==> src/rtl/seg7_pkg.sv <==
// Shared 7-segment definitions: segment type, blank code and the hex glyph table.
// Segment vectors are active-low, bit 0 = a ... bit 6 = g.
package seg7_pkg;

  typedef logic [6:0] seg_t;

  localparam seg_t SEG_BLANK = 7'h7F;

  localparam seg_t SEG_LUT [16] = '{
    7'b1000000,  // 0
    7'b1111001,  // 1
    7'b0100100,  // 2
    7'b0110000,  // 3
    7'b0011001,  // 4
    7'b0010010,  // 5
    7'b0000010,  // 6
    7'b1111000,  // 7
    7'b0000000,  // 8
    7'b0010000,  // 9
    7'b0001000,  // A
    7'b0000011,  // b
    7'b1000110,  // C
    7'b0100001,  // d
    7'b0000110,  // E
    7'b0001110   // F
  };

endpackage

==> src/rtl/seg7_scan_driver_if.sv <==
// Display-side signal bundle between a display source and the scan driver.
// The source (master) supplies value/dp/control, the driver (slave) returns pin levels.
interface seg7_scan_driver_if
  import seg7_pkg::*;
#(
  parameter int N_DIGITS = 8
);

  logic [4*N_DIGITS-1:0] value_in;
  logic [N_DIGITS-1:0]   dp_in;
  logic                  en;
  logic                  lz_blank;
  seg_t                  cc;
  logic                  dp;
  logic [N_DIGITS-1:0]   an;
  logic                  frame_start;

  modport master (
    output value_in, dp_in, en, lz_blank,
    input  cc, dp, an, frame_start
  );

  modport slave (
    input  value_in, dp_in, en, lz_blank,
    output cc, dp, an, frame_start
  );

endinterface

==> src/rtl/seg7_scan_driver_hex_to_seg.sv <==
// Hex nibble to active-low 7-segment glyph; purely combinational and reusable
// by any display block that needs the standard 0-F font.
module hex_to_seg
  import seg7_pkg::*;
(
  input  logic [3:0] hex,
  output seg_t       seg
);

  // Table lookup; every 4-bit code has a glyph so no fallback is needed.
  always_comb begin
    seg = SEG_LUT[hex];
  end

endmodule

==> src/rtl/seg7_scan_driver.sv <==
// Multiplexed 8-digit hex display driver: prescaled digit scan, per-frame snapshot,
// leading-zero suppression and start-of-slot blanking, all outputs registered.
module seg7_scan_driver
  import seg7_pkg::*;
#(
  parameter int N_DIGITS     = 8,
  parameter int REFRESH_DIV  = 100000,
  parameter int BLANK_CYCLES = 2
) (
  input logic               clk,
  input logic               reset,
  seg7_scan_driver_if.slave bus
);

  localparam int DIV_W = (REFRESH_DIV > 1) ? $clog2(REFRESH_DIV) : 1;
  localparam int IDX_W = (N_DIGITS > 1) ? $clog2(N_DIGITS) : 1;

  logic [DIV_W-1:0]      div_cnt_r;
  logic [IDX_W-1:0]      digit_idx_r;
  logic [4*N_DIGITS-1:0] frame_val_r;
  logic                  frame_start_r;
  seg_t                  cc_r;
  logic                  dp_r;
  logic [N_DIGITS-1:0]   an_r;

  logic                  tick_s;
  logic                  last_digit_s;
  logic                  past_blank_s;
  logic [N_DIGITS-1:0]   onehot_s;
  logic [N_DIGITS-1:0]   upper_zero_s;
  logic [3:0]            nibble_s;
  logic                  dp_req_s;
  logic                  suppress_s;
  logic                  lit_s;
  seg_t                  seg_s;

  assign tick_s       = (div_cnt_r == DIV_W'(REFRESH_DIV - 1));
  assign last_digit_s = (digit_idx_r == IDX_W'(N_DIGITS - 1));

  // A zero blanking window would make the comparison constant, so skip it entirely.
  generate
    if (BLANK_CYCLES == 0) begin : g_no_blank
      assign past_blank_s = 1'b1;
    end else begin : g_blank
      assign past_blank_s = (div_cnt_r >= DIV_W'(BLANK_CYCLES));
    end
  endgenerate

  // Digit select, nibble/dp mux and "this digit and everything above it is zero" flags.
  always_comb begin
    onehot_s     = {N_DIGITS{1'b0}};
    upper_zero_s = {N_DIGITS{1'b0}};
    nibble_s     = 4'h0;
    dp_req_s     = 1'b0;
    for (int i = 0; i < N_DIGITS; i++) begin
      onehot_s[i]     = (digit_idx_r == IDX_W'(i));
      upper_zero_s[i] = ((frame_val_r >> (4 * i)) == {(4*N_DIGITS){1'b0}});
      nibble_s        = nibble_s | (frame_val_r[4*i +: 4] & {4{onehot_s[i]}});
      dp_req_s        = dp_req_s | (bus.dp_in[i] & onehot_s[i]);
    end
  end

  // Digit 0 is never suppressed so an all-zero word still shows a single 0.
  assign suppress_s = bus.lz_blank && !onehot_s[0] && (|(onehot_s & upper_zero_s));
  assign lit_s      = bus.en && past_blank_s && !suppress_s;

  hex_to_seg u_hex_to_seg (
    .hex (nibble_s),
    .seg (seg_s)
  );

  // Prescaler, digit scan and frame snapshot; value_in is only sampled at the frame wrap.
  always_ff @(posedge clk) begin
    if (reset) begin
      div_cnt_r     <= {DIV_W{1'b0}};
      digit_idx_r   <= {IDX_W{1'b0}};
      frame_val_r   <= {(4*N_DIGITS){1'b0}};
      frame_start_r <= 1'b0;
    end else if (tick_s) begin
      div_cnt_r <= {DIV_W{1'b0}};
      if (last_digit_s) begin
        digit_idx_r   <= {IDX_W{1'b0}};
        frame_val_r   <= bus.value_in;
        frame_start_r <= 1'b1;
      end else begin
        digit_idx_r   <= digit_idx_r + IDX_W'(1);
        frame_start_r <= 1'b0;
      end
    end else begin
      div_cnt_r     <= div_cnt_r + DIV_W'(1);
      frame_start_r <= 1'b0;
    end
  end

  // Pin registers, computed from the current scan state (one cycle behind it).
  always_ff @(posedge clk) begin
    if (reset) begin
      cc_r <= SEG_BLANK;
      dp_r <= 1'b1;
      an_r <= {N_DIGITS{1'b1}};
    end else if (lit_s) begin
      cc_r <= seg_s;
      dp_r <= ~dp_req_s;
      an_r <= ~onehot_s;
    end else begin
      cc_r <= SEG_BLANK;
      dp_r <= 1'b1;
      an_r <= {N_DIGITS{1'b1}};
    end
  end

  assign bus.cc          = cc_r;
  assign bus.dp          = dp_r;
  assign bus.an          = an_r;
  assign bus.frame_start = frame_start_r;

endmodule
==> src/flat_wrapper.sv <==
// flat-port wrapper written by rule: the top's interface ports become plain ports
module seg7_scan_driver_flat import seg7_pkg::*;
#(
  parameter int N_DIGITS     = 8,
  parameter int REFRESH_DIV  = 100000,
  parameter int BLANK_CYCLES = 2
)
  (clk, reset, bus_value_in, bus_dp_in, bus_en, bus_lz_blank, bus_cc, bus_dp, bus_an, bus_frame_start);
  seg7_scan_driver_if #(.N_DIGITS(N_DIGITS)) bus_i ();
  input logic clk;
  input logic reset;
  input wire logic [$bits(bus_i.value_in)-1:0] bus_value_in;
  input wire logic [$bits(bus_i.dp_in)-1:0] bus_dp_in;
  input wire logic [$bits(bus_i.en)-1:0] bus_en;
  input wire logic [$bits(bus_i.lz_blank)-1:0] bus_lz_blank;
  output wire logic [$bits(bus_i.cc)-1:0] bus_cc;
  output wire logic [$bits(bus_i.dp)-1:0] bus_dp;
  output wire logic [$bits(bus_i.an)-1:0] bus_an;
  output wire logic [$bits(bus_i.frame_start)-1:0] bus_frame_start;
  assign bus_i.value_in = bus_value_in;
  assign bus_i.dp_in = bus_dp_in;
  assign bus_i.en = bus_en;
  assign bus_i.lz_blank = bus_lz_blank;
  assign bus_cc = bus_i.cc;
  assign bus_dp = bus_i.dp;
  assign bus_an = bus_i.an;
  assign bus_frame_start = bus_i.frame_start;
  seg7_scan_driver #(.N_DIGITS(N_DIGITS), .REFRESH_DIV(REFRESH_DIV), .BLANK_CYCLES(BLANK_CYCLES)) u_core (.clk(clk), .reset(reset), .bus(bus_i));
endmodule
==> config.mk <==
export PLATFORM = sky130hd
export DESIGN_NAME = seg7_scan_driver_flat
export DESIGN_NICKNAME = d
export VERILOG_FILES = /design/src/rtl/seg7_pkg.sv /design/src/rtl/seg7_scan_driver_if.sv /design/src/rtl/seg7_scan_driver_hex_to_seg.sv /design/src/rtl/seg7_scan_driver.sv /design/src/flat_wrapper.sv
export SDC_FILE = /design/constraint.sdc
export NUM_CORES = 1
export LEC_CHECK = 0
export CAP_MARGIN = 20
export CORE_ASPECT_RATIO = 1.2
export CORE_MARGIN = 1.5
export CORE_UTILIZATION = 45
export DETAILED_ROUTE_END_ITERATION = 10
export PLACE_DENSITY = 0.83
export SETUP_SLACK_MARGIN = 0.02
export SLEW_MARGIN = 20
export SYNTH_ARGS = -nofsm -noshare
export SYNTH_HDL_FRONTEND = slang
export SYNTH_SLANG_ARGS = --single-unit
export TNS_END_PERCENT = 50
==> constraint.sdc <==
create_clock -name clk -period 2.65 [get_ports clk]
set_input_delay 0.53 -clock clk [delete_from_list [all_inputs] [get_ports clk]]
set_output_delay 0.53 -clock clk [all_outputs]
set_load 0.005 [all_outputs]
### After elaboration in Yosys (flattened, before gate mapping)

Memory sizes are Yosys's and may differ from the RTL's. A register that Yosys moved wholly into a read port is not among the register bits.
Index checks and enable logic that the tools add are counted.

| storage, ports and cells | value |
|---|---|
| input bits | 44 |
| output and inout port bits | 17 |
| bits in read-only memories | 112 |
| memories kept | 1 |
| register bits | 62 |

| operators by class | value |
|---|---|
| multiplexer cells | 2 |
| reduce and logical (&&, ||, !) cells | 20 |
| equal/unequal tests | 8 |
| add/sub/neg operators | 2 |
| bitwise gates (word level) | 36 |
| $lt $le $gt $ge | 1 |

Memory list:

| memory | depth | width | read ports | clocked after Yosys merged registers in | wr ports | line | source |
|---|---|---|---|---|---|---|---|
| (name not given) | 16 | 7 | 1 | 1 | 0 | seg7_scan_driver_hex_to_seg.sv:12 | `seg = SEG_LUT[hex];` |

Operators by type and width:

| cell | count |
|---|---|
| zero test 32 bit | 8 |
| AND 4 bit | 8 |
| bitwise OR 4 bit | 7 |
| adder 17 x 1 -> 17 bit, second input constant | 1 |
| == test 17 bit, second input constant | 1 |
| greater-or-equal comparator 17 x 2 -> 1 bit, second input constant | 1 |
| == test 3 bit, second input constant | 4 |
| AND 1 bit | 8 |
| AND 8 bit | 1 |
| inverter 8 bit | 1 |
| OR reduction 8 bit | 1 |
| bitwise OR 1 bit | 7 |
| == test 3 x 2 -> 1 bit, second input constant | 2 |
| OR reduction 2 bit | 3 |
| inverter 4 -> 5 bit | 1 |
| logical AND 1 bit | 4 |
| adder 3 x 1 -> 3 bit, second input constant | 1 |
| == test 3 x 1 -> 1 bit, second input constant | 1 |
| zero test 3 bit | 1 |
| two-way mux 3 bit | 1 |
| inverter 1 bit | 3 |
| zero test 1 bit | 2 |
| AND reduction 2 bit | 1 |
| two-way mux 1 bit | 1 |

### Logic depth before layout (Yosys ltp)

| logic depth | value |
|---|---|
| word-level depth | 10 |
| depth in mapped cells | 11 |
| mapped depth without buffers | 10 |

### Hierarchy

A second synthesis with hierarchy kept.

| second synthesis, totals | value |
|---|---|
| cells, all modules | 376 |
| area total of the unflattened synthesis | 3204.3 um^2 |

Modules (own cells, without submodules):

| module | seq. area each (um^2) | instances | area each (um^2) | cells each |
|---|---|---|---|---|
| seg7_scan_driver | 1381.3 | 1 | 2956.6 | 341 |
| hex_to_seg | 0.0 | 1 | 247.7 | 35 |

### Least setup slack after synthesis

Ideal clock, no wire load.

| path | value |
|---|---|
| path type | reg-to-reg |
| start point | register u_core.digit_idx_r[0] |
| end point | register u_core.cc_r[3] (netlist: u_core.bus.cc[3]) |
| stages on the path, launching flop included | 11 |
| period minus slack after synthesis | 2.662 ns |
| slack | -0.012 ns |
| arrival | 2.599 ns |
| required time | 2.587 ns |
| buffers on the path | 1 |
| cell sequence | dfxtp_1 -> inv_1 -> ha_1 -> buf_6 -> a222oi_1 -> nand2_1 -> a222oi_1 -> ha_1 -> inv_1 -> mux4_2 -> nand3_1 |

| between the ends | value |
|---|---|
| cells in the longest elaborated chain, start to end | 10 |
| elaborated cells on any way between the ends | 33 |

Ends and longest elaborated chain:

| item | line | source |
|---|---|---|
| start, declared | seg7_scan_driver.sv:19 | `logic [IDX_W-1:0] digit_idx_r;` |
| start signal, assigned | seg7_scan_driver.sv:76 | `digit_idx_r <= {IDX_W{1'b0}};` |
| start signal, assigned | seg7_scan_driver.sv:82 | `digit_idx_r <= {IDX_W{1'b0}};` |
| start signal, assigned | seg7_scan_driver.sv:86 | `digit_idx_r <= digit_idx_r + IDX_W'(1);` |
| == test 3 x 1 -> 1 bit or zero test 3 bit (tied branches) | seg7_scan_driver.sv:56 | `onehot_s[i] = (digit_idx_r == IDX_W'(i));` |
| AND 4 bit | seg7_scan_driver.sv:58 | `nibble_s = nibble_s \| (frame_val_r[4*i +: 4] & {4{onehot_s[i]}});` |
| bitwise OR 4 bit (7 in series) | seg7_scan_driver.sv:58 |  |
| inverter 4 -> 5 bit (not written as such) | seg7_scan_driver_hex_to_seg.sv:12 |  |
| end, declared | seg7_scan_driver.sv:22 | `seg_t cc_r;` |

Parallel ways exist; a longest one is shown, timed or not.
A chain may end at the register's enable or synchronous reset.

### Worst setup path after layout

| path | value |
|---|---|
| start point | register u_core.digit_idx_r[1] |
| end point | register u_core.cc_r[3] (netlist: u_core.bus.cc[3]) |

Same word-level chain as after synthesis.

==> impl_metrics.tcl <==
set metrics [dict create \
    synthCells 345 \
    synth_warnings 0 \
    synthTopCellsByCount "dfxtp_1 (69), nor2_1 (59), mux2i_1 (34)" \
    synth_edf_count 0 \
    startpoint_type "register" \
    viasPerCell 5.62 \
    io_buffers 60 \
    fp-row-count 34 \
    synth_top_area_share_pct 41.6 \
    fillers 609 \
    hold_violations 0 \
    clock-sinks 69 \
    slowest_stage "mux4_2" \
    die-width_um 81.4 \
    stdcell_count 506 \
    gp_congestion 0.894 \
    design.die.area_um2 7910 \
    critPathCaptureType "register" \
    yosysMostFrequentCell "dfxtp_1" \
    drt_first_iter_violations 330 \
    holdBufCountCts 0 \
    path_cells "inv_2 > ha_4 > buf_4 > a222oi_1 > mux2i_1 > nor2_2 > ha_1 > mux4_2 > nand3_1" \
    cts_buffer_depth 2 \
    dp_hpwl_um 6000 \
    fin_crit_sh_pct 94.6 \
    diodes 0 \
    ant_nets 0 \
    insertion_delay_ns 0.35 \
    track_usage_pct 21.2 \
    num_vias 2846 \
    grt_remaining_overflow 0 \
    drv_cap 0 \
    hp-class "reg2reg" \
    drive_gt1_share_pct 12.7 \
    postLayoutCoreUtil_pct 60.1 \
    tns_ns 0 \
    clockRootBuffer "clkbuf_8" \
    start_util_pct 46.2 \
    drt-total-wl_um 8150 \
    avgSynthCellArea_um2 9.63 \
    synth-seq-cells 69 \
    max_clock_freq_mhz 399 \
    ff_latch_area_um2 1390 \
    worstMarginPinSlew_ns 0.646 \
    wl_per_cell_um 16.1 \
    crit_type "reg2reg" \
    grt_max_degree 22 \
    peakVddDrop_v 0.000314 \
    required_ns 2.94 \
    cts_made_buffers 9 \
    synth.area.top_cells "dfxtp_1 (42%), mux2i_1 (10%), nor2_1 (6.7%)" \
    grt_pass1_wl_um 12800 \
    h-tree-depth 3 \
    cts.reportedPaths.clkPinSlew_ns 0.07 \
    cp_max_fo 9 \
    ioPinCount 61 \
    ys_types 60 \
    setup_violations 0 \
    grt_pass1_vias 2775 \
    core_um2 7190 \
    asyncSetResetFlopFracSynth_pct 0 \
    drcViolationCount 0 \
    synth-seq-area-share_pct 41.6 \
    synth.largest_area_cell "dfxtp_1" \
    tritoncts "yes" \
    skew_ns 0.00648 \
    place_ws_ns 0.123 \
    rsz0062_at_grt "no" \
    antenna_found_initial 0 \
    drt_pass1_iterations 6 \
    cpPeakStageDelay_ns 0.46 \
    ys.flop_type "dfxtp_1" \
    crit_buf_inv 2 \
    crit_arrival_ns 2.79 \
    multiInputGateArea_um2 1830 \
    p_leak_uw 0.00186 \
    status "complete, no violations" \
    slew_viol_final 0 \
    final.setup.worst_slack_ns 0.144 \
    fp.dieH_um 97.1 \
    fin_crit_ns 2.51 \
    powerDensity_nw_per_um2 514 \
    syn_area_um2 3320 \
    relSlewSlack_pct 56.5 \
    dp_cells 486 \
    area_growth_pct 30.1 \
    crit_family "multiplexers" \
    final_nets 469 \
    synth.net_count 403 \
]
[worst reg2reg max path, stage by stage (launching register included)]
cell and delay, ns:
dfxtp_1 0.38, inv_2 0.09, ha_4 0.20, buf_4 0.14
a222oi_1 0.34, mux2i_1 0.19, nor2_2 0.26, ha_1 0.30
mux4_2 0.46, nand3_1 0.10
[cells in the final DEF, fill, tap and decap left out, types with 3 or more instances in the layout]
cell             Yosys  routed
nor4_1              12      12
clkbuf_8             0      10
nand4_1              8       8
a222oi_1             7       7
a22o_1               4       4
nand3_1             14      14
buf_4                3      13
o2111ai_1            3       3
ha_4                 0       3
inv_1               13      11
nand2_1             12      12
ha_1                14      10
nor3_1               4       4
dfxtp_1             69      68
xor2_1              11      11
a21oi_1              6       6
inv_2                1       3
clkdlybuf4s50_1      0      60
o21ai_0              4       4
a221o_1              3       3
nor2_1              59      58
bufinv_16            0       3
mux2i_1             34      34
xnor2_1              4       4
and3_1               3       3
[registers in the layout (all words and copies together) (netlist names)]
register,count
u_core.bus.an,8
u_core.digit_idx_r,3
u_core.bus.cc,7
u_core.div_cnt_r,17
u_core.bus.frame_start,1
u_core.frame_val_r,32
u_core.bus.dp,1
[layer usage]
| layer | GRT usage (%) | routed length [um] | vias to the layer above |
|---|---|---|---|
| met2 | 35.8 | 4200 | 134 |
| li1 | - | - | 1377 |
| met1 | 24.9 | 3210 | 1320 |
| met5 | 0 | 0 | - |
| met4 | 8.09 | 141 | 0 |
| met3 | 5.82 | 589 | 15 |
[report_power, final]
part / switching (uW) / internal [uW]
Clock: 383 / 650
Sequential: 6.92 / 1050
Combinational: 46.1 / 86.7
[worst paths after layout]
kind | endpoint | start | slack (ns) | cells after the start
worst min register to register | u_core.div_cnt_r[0] | u_core.div_cnt_r[0] | 0.49 | 1
worst min-delay path | u_core.div_cnt_r[0] | u_core.div_cnt_r[0] | 0.49 | 1
worst max-delay path | u_core.bus.cc[3] | u_core.digit_idx_r[1] | 0.14 | 9
worst max register to register | u_core.bus.cc[3] | u_core.digit_idx_r[1] | 0.14 | 9
[cell type report]
type,count,area share [%]
clock inverter,4,2.20
sequential,69,32.0
multi-input combinational,244,42.4
timing repair buffer,73,16.2
tap,90,2.61
inverter,14,1.22
clock buffer,12,3.36
[cells by family after synthesis]
logic type	count (synthesis)	synth area share [%]
xor+xnor	15	3.95
flops	69	41.6
simple gates	131	20.0
compound gates	48	13.1
mux	36	11.4
buf+inv	32	4.71
fa+ha+maj	14	5.27
[what timing repair did]
action                     4_1_cts  5_1_grt
resized for setup                0       10
setup buffers                    0        4
setup endpoints to repair        0        6
[metrics by stage]
stage	total power, uW	hold slack, ns	cell area [um^2]
2_1_floorplan	1120	0.441	3330
3_3_place_gp	1210	0.462	4010
3_5_place_dp	1210	0.476	4010
4_1_cts	2250	0.492	4250
5_1_grt	2310	0.513	4320
6_report	2220	0.486	4320
No activity file was read; power rests on OpenSTA's default activity.
